==> src/rtl/muldiv_pkg.sv <==
// muldiv_pkg: shared state encoding, operation codes and watchdog default for muldiv_ctrl
package muldiv_pkg;
    typedef enum logic [2:0] {IDLE, START, WAIT, WRITE, EXC} state_t;
    localparam logic OP_MULT = 1'b0;
    localparam logic OP_DIV = 1'b1;
    localparam int TIMEOUT_CYCLES_DEFAULT = 40;
endpackage

==> src/rtl/muldiv_if.sv <==
// muldiv_if: control-unit and mult/div-unit handshake bundle around muldiv_ctrl
interface muldiv_if #(parameter int CNT_W = 6);
    logic req, op, ack, mult_init, div_init, mult_stop, div_stop, div_zero;
    logic hilo_sel, high_load, low_load, busy, done, exc_divzero, timeout;
    logic [CNT_W-1:0] cycle_count;
    modport master(
        output req, op, mult_stop, div_stop, div_zero,
        input ack, mult_init, div_init, hilo_sel, high_load, low_load, busy, done, exc_divzero, timeout, cycle_count
    );
    modport slave(
        input req, op, mult_stop, div_stop, div_zero,
        output ack, mult_init, div_init, hilo_sel, high_load, low_load, busy, done, exc_divzero, timeout, cycle_count
    );
endinterface

==> src/rtl/muldiv_cycle_counter.sv <==
// muldiv_cycle_counter: saturating WAIT-cycle counter with clear and threshold compare
module muldiv_cycle_counter #(
    parameter int CNT_W = 6,
    parameter int LIMIT = 40
) (
    input  logic             clk,
    input  logic             rst_n,
    input  logic             clr,
    input  logic             inc,
    output logic [CNT_W-1:0] count,
    output logic             at_limit
);
    always_ff @(posedge clk or negedge rst_n)
        if (!rst_n) count <= '0;
        else if (clr) count <= '0;
        else if (inc && count != '1) count <= count + CNT_W'(1);
    assign at_limit = count == CNT_W'(LIMIT);
endmodule

==> src/rtl/muldiv_ctrl.sv <==
// muldiv_ctrl: sequences one mult/div operation from request to HI/LO load or exception.
// Define MULDIV_TIMEOUT_EN to enable the WAIT watchdog abort.
module muldiv_ctrl
    import muldiv_pkg::*;
#(
    parameter int TIMEOUT_CYCLES = TIMEOUT_CYCLES_DEFAULT,
    parameter int CNT_W = 6
) (
    input logic      clk,
    input logic      rst_n,
    muldiv_if.slave  bus
);
    state_t state, state_n;
    logic clr, inc, at_limit, wd_en, sel_stop, sel_n, div_exc, wd_exc;
`ifdef MULDIV_TIMEOUT_EN
    assign wd_en = 1'b1;
`else
    assign wd_en = 1'b0;
`endif
    assign sel_stop = bus.hilo_sel == OP_DIV ? bus.div_stop : bus.mult_stop;
    assign sel_n = (state == IDLE && bus.req) ? bus.op : bus.hilo_sel;
    muldiv_cycle_counter #(.CNT_W(CNT_W), .LIMIT(TIMEOUT_CYCLES)) u_cnt (
        .clk(clk),
        .rst_n(rst_n),
        .clr(clr),
        .inc(inc),
        .count(bus.cycle_count),
        .at_limit(at_limit)
    );
    // A stop seen in WAIT freezes the count, so cycle_count reports stop-less WAIT cycles
    always_comb begin
        state_n = state;
        clr = 1'b0;
        inc = 1'b0;
        div_exc = 1'b0;
        wd_exc = 1'b0;
        case (state)
            IDLE: if (bus.req) begin
                clr = 1'b1;
                state_n = START;
            end
            START, WAIT: if (sel_stop) begin
                div_exc = bus.hilo_sel == OP_DIV && bus.div_zero;
                state_n = div_exc ? EXC : WRITE;
            end else if (state == START) begin
                state_n = WAIT;
            end else if (wd_en && at_limit) begin
                wd_exc = 1'b1;
                state_n = EXC;
            end else begin
                inc = 1'b1;
            end
            WRITE, EXC: state_n = IDLE;
            default: state_n = IDLE;
        endcase
    end
    always_ff @(posedge clk or negedge rst_n)
        if (!rst_n) begin
            state <= IDLE;
            bus.hilo_sel <= 1'b0;
            bus.ack <= 1'b0;
            bus.mult_init <= 1'b0;
            bus.div_init <= 1'b0;
            bus.high_load <= 1'b0;
            bus.low_load <= 1'b0;
            bus.busy <= 1'b0;
            bus.done <= 1'b0;
            bus.exc_divzero <= 1'b0;
            bus.timeout <= 1'b0;
        end else begin
            state <= state_n;
            bus.hilo_sel <= sel_n;
            bus.ack <= state_n == START;
            bus.mult_init <= state_n == START && sel_n == OP_MULT;
            bus.div_init <= state_n == START && sel_n == OP_DIV;
            bus.high_load <= state_n == WRITE;
            bus.low_load <= state_n == WRITE;
            bus.busy <= state_n != IDLE;
            bus.done <= state_n == WRITE || state_n == EXC;
            bus.exc_divzero <= div_exc;
            bus.timeout <= wd_exc;
        end
endmodule

==> src/flat_wrapper.sv <==
// flat-port wrapper written by rule: the top's interface ports become plain ports
module muldiv_ctrl_flat import muldiv_pkg::*;
#(
    parameter int TIMEOUT_CYCLES = TIMEOUT_CYCLES_DEFAULT,
    parameter int CNT_W = 6
)
  (clk, rst_n, bus_req, bus_op, bus_mult_stop, bus_div_stop, bus_div_zero, bus_ack, bus_mult_init, bus_div_init, bus_hilo_sel, bus_high_load, bus_low_load, bus_busy, bus_done, bus_exc_divzero, bus_timeout, bus_cycle_count);
  muldiv_if #(.CNT_W(CNT_W)) bus_i ();
  input logic clk;
  input logic rst_n;
  input wire logic [$bits(bus_i.req)-1:0] bus_req;
  input wire logic [$bits(bus_i.op)-1:0] bus_op;
  input wire logic [$bits(bus_i.mult_stop)-1:0] bus_mult_stop;
  input wire logic [$bits(bus_i.div_stop)-1:0] bus_div_stop;
  input wire logic [$bits(bus_i.div_zero)-1:0] bus_div_zero;
  output wire logic [$bits(bus_i.ack)-1:0] bus_ack;
  output wire logic [$bits(bus_i.mult_init)-1:0] bus_mult_init;
  output wire logic [$bits(bus_i.div_init)-1:0] bus_div_init;
  output wire logic [$bits(bus_i.hilo_sel)-1:0] bus_hilo_sel;
  output wire logic [$bits(bus_i.high_load)-1:0] bus_high_load;
  output wire logic [$bits(bus_i.low_load)-1:0] bus_low_load;
  output wire logic [$bits(bus_i.busy)-1:0] bus_busy;
  output wire logic [$bits(bus_i.done)-1:0] bus_done;
  output wire logic [$bits(bus_i.exc_divzero)-1:0] bus_exc_divzero;
  output wire logic [$bits(bus_i.timeout)-1:0] bus_timeout;
  output wire logic [$bits(bus_i.cycle_count)-1:0] bus_cycle_count;
  assign bus_i.req = bus_req;
  assign bus_i.op = bus_op;
  assign bus_i.mult_stop = bus_mult_stop;
  assign bus_i.div_stop = bus_div_stop;
  assign bus_i.div_zero = bus_div_zero;
  assign bus_ack = bus_i.ack;
  assign bus_mult_init = bus_i.mult_init;
  assign bus_div_init = bus_i.div_init;
  assign bus_hilo_sel = bus_i.hilo_sel;
  assign bus_high_load = bus_i.high_load;
  assign bus_low_load = bus_i.low_load;
  assign bus_busy = bus_i.busy;
  assign bus_done = bus_i.done;
  assign bus_exc_divzero = bus_i.exc_divzero;
  assign bus_timeout = bus_i.timeout;
  assign bus_cycle_count = bus_i.cycle_count;
  muldiv_ctrl #(.TIMEOUT_CYCLES(TIMEOUT_CYCLES), .CNT_W(CNT_W)) u_core (.clk(clk), .rst_n(rst_n), .bus(bus_i));
endmodule
==> config.mk <==
export PLATFORM = sky130hd
export DESIGN_NAME = muldiv_ctrl_flat
export DESIGN_NICKNAME = d
export VERILOG_FILES = /design/src/rtl/muldiv_pkg.sv /design/src/rtl/muldiv_if.sv /design/src/rtl/muldiv_cycle_counter.sv /design/src/rtl/muldiv_ctrl.sv /design/src/flat_wrapper.sv
export SDC_FILE = /design/constraint.sdc
export NUM_CORES = 1
export LEC_CHECK = 0
export BUFFER_PORTS_ARGS = -buffer_cell sky130_fd_sc_hd__buf_2
export CORE_MARGIN = 2
export CORE_UTILIZATION = 54
export DETAILED_ROUTE_END_ITERATION = 6
export PLACE_DENSITY = 0.82
export SETUP_SLACK_MARGIN = 0.1
export SYNTH_ARGS = -nofsm -noshare
export SYNTH_HDL_FRONTEND = slang
export SYNTH_HIERARCHICAL = 1
export SYNTH_SLANG_ARGS = --single-unit
==> constraint.sdc <==
create_clock -name clk -period 4.9 [get_ports clk]
set_clock_uncertainty 0.2 [all_clocks]
set_input_delay 0.735 -clock clk [delete_from_list [all_inputs] [get_ports clk]]
set_output_delay 0.735 -clock clk [all_outputs]
set_load 0.1 [all_outputs]
==> impl_summary.md <==
Run status
The run finished with clean final reports.

Setup path
The kind of critical path is input port to flip-flop. The worst flop-to-flop path startpoint is u_core/bus.hilo_sel. The worst register-to-register path has a depth of 6. The signal arrival time at the worst endpoint is 2190 ps.

The kind of start point of the critical path is an input port. The register-to-register path setup slack is 2760 ps. The largest fanout on the critical path is 10. The capturing element type of the critical path is a flip-flop. Data on the critical path is required at its endpoint by 4900 ps. The capture point of the worst reg-to-reg path is u_core/u_cnt/count[5].

Detailed routing
The first routing iteration left 12 violations. The pre-antenna-repair detailed-routing pass consisted of 4 iterations. The total routed wirelength is 1.485 mm. The total number of vias is 619. In the routed layout, each cell is associated on average with a via count of 5.478. The average detailed-routed wire length per instance is 13.14 um. The antenna violation net count after detailed routing is 0. The DRC violation count after routing is 0.

STA
At the pin with the least slew margin, the transition time is 642.4 ps. Setup repair after global routing left no endpoint under its margin. In the finished design, the share of the clock period the worst path needs comes to 44.72%. The peak clock frequency supported by timing is 456.4 MHz.

The setup TNS is 0 ps. The final count of hold timing violations is 0. Headroom to the max-slew limit came out at 56.99%. Setup violations remaining at the end of the flow were counted as 0. The post-route minimum period is 2191 ps. The number of pins with negative max-slew slack in the final report is 0.

Global routing
The first-pass GRT wire length is 2.553 mm. The largest net degree at the start of global routing is 18. The global-route usage over all layers is 18.13%.

Summed over all layers, the global routing overflow is 0. The initial antenna violation count was 0. The via count of the first global-routing pass was 596.

Yosys
After technology mapping, the gate count stands at 76. The synthesized area is 844.6 um2. For this run, the number of Yosys warnings is 6.

The number of nets handed over by synthesis was 85. The per-instance average area after synthesis is 11.11 um2.

CTS
CTS placed an instance of clkbuf_4 at the clock tree root. The number of buffers added by the clock tree synthesis step is 3. The setup fix buffers added after clock tree synthesis is 0. TritonCTS built the clock tree. CTS saw 17 sinks. The number of hold buffers added after CTS was 0. The clock latency on the worst-skew pair is 280 ps.

The maximum clock path buffer count is 2. In this run, post-CTS repair resized a total of 0 instances. The clock-pin slew reported for the worst setup and hold paths after clock tree synthesis is 100 ps. In this run the number of H-tree levels came out at 1.

Run
The max-cap violation count is 0.

Placement
The post-detailed-placement half-perimeter wirelength is 1.088 mm. Routability-driven placement finished with a final weighted congestion of 0.7204. Input and output buffers added on the ports amount to 21.

Min path
The path category of the worst min-delay check is input port to asynchronous set/reset pin.

Floorplan
The starting density of the core is 56.72%. The placeable core area is 1489 um2. The die covers 1896 um2. The number of rows in the core area is 14. The die width is 43.55 um. The top-level port count is 23. The floorplan die height is 43.55 um.

Final layout
From synthesis to final layout, the design area changed by 14.37%. The count of antenna diodes in the layout is 0. After the last flow step, the layout net total stands at 107. The fraction of final layout cells with drive strength greater than 1 is 32.99%.
-- worst max-delay path: stages --
cell and delay [ps]:
buf_2 100, nand2b_1 90, a21boi_0 250, and3_1 400
and4_1 300, a21oi_1 80, a311oi_1 230
-- layout make-up --
| type | instances | area [um2] |
|---|---|---|
| Clock buffer | 4 | 26.28 |
| Fill cell | 130 | 523.0 |
| Inverter | 3 | 11.26 |
| Multi-Input combinational cell | 52 | 377.9 |
| Sequential cell | 17 | 425.4 |
| Tap cell | 16 | 20.02 |
| Timing Repair Buffer | 21 | 105.1 |
-- through the flow --
step	worst slack [ps]	cells	utilization [%]	hold WS, ps	area (um2)
3_3_place_gp	2511	109	63.11	382.6	939.7
3_5_place_dp	2442	109	63.11	393.9	939.7
6_report	2709	113	64.87	146.4	965.9
4_1_cts	2730	113	64.87	161.5	965.9
2_1_floorplan	2338	76	-	239.4	844.6
5_1_grt	2530	113	64.87	173.7	965.9
-- per-layer routing --
layer	track usage, %	vias up	wire length (um)
met3	2.500	2	46
li1	-	314	-
met1	23.71	289	678
met5	0	-	0
met2	29.41	14	748
met4	9.091	0	11
-- worst max path at each step --
stage	depth (start not counted)	startpoint	to	slack, ps
6_report	7	bus_mult_stop	u_core/u_cnt/count[5]	2710
5_1_grt	7	bus_mult_stop	u_core/u_cnt/count[5]	2530
4_1_cts	1	u_core/u_cnt/count[3]	bus_cycle_count[3]	2730
3_5_place_dp	7	bus_mult_stop	u_core/u_cnt/count[5]	2440
3_3_place_gp	7	bus_mult_stop	u_core/u_cnt/count[5]	2510
2_1_floorplan	7	u_core/bus.hilo_sel	u_core/u_cnt/count[5]	2340
-- state kept, by name, indices dropped and copies added, names as in the netlist --
signal and count:
u_core/bus.ack 1, u_core/bus.hilo_sel 1, u_core/state 3, u_core/bus.exc_divzero 1
u_core/bus.div_init 1, u_core/u_cnt/count 6, u_core/bus.done 1, u_core/bus.busy 1
u_core/bus.mult_init 1, u_core/bus.low_load 1
-- placed cells by master, fill, tap and decap left out, types with 2 or more instances in the layout --
| cell type | n |
|---|---|
| buf_2 | 21 |
| dfrtp_1 | 17 |
| nor2_1 | 5 |
| nand3_1 | 4 |
| clkbuf_4 | 3 |
| nor3_1 | 3 |
| inv_1 | 3 |
| nor2b_1 | 2 |
| and2_1 | 2 |
| a211oi_1 | 2 |
| nor3b_1 | 2 |
| a21oi_1 | 2 |
| a31oi_1 | 2 |
| nand4_1 | 2 |
| ha_1 | 2 |
Power is left out: the tool's default activity adds up to more than one toggle a clock period on the data nets, which glitch-free logic cannot reach.
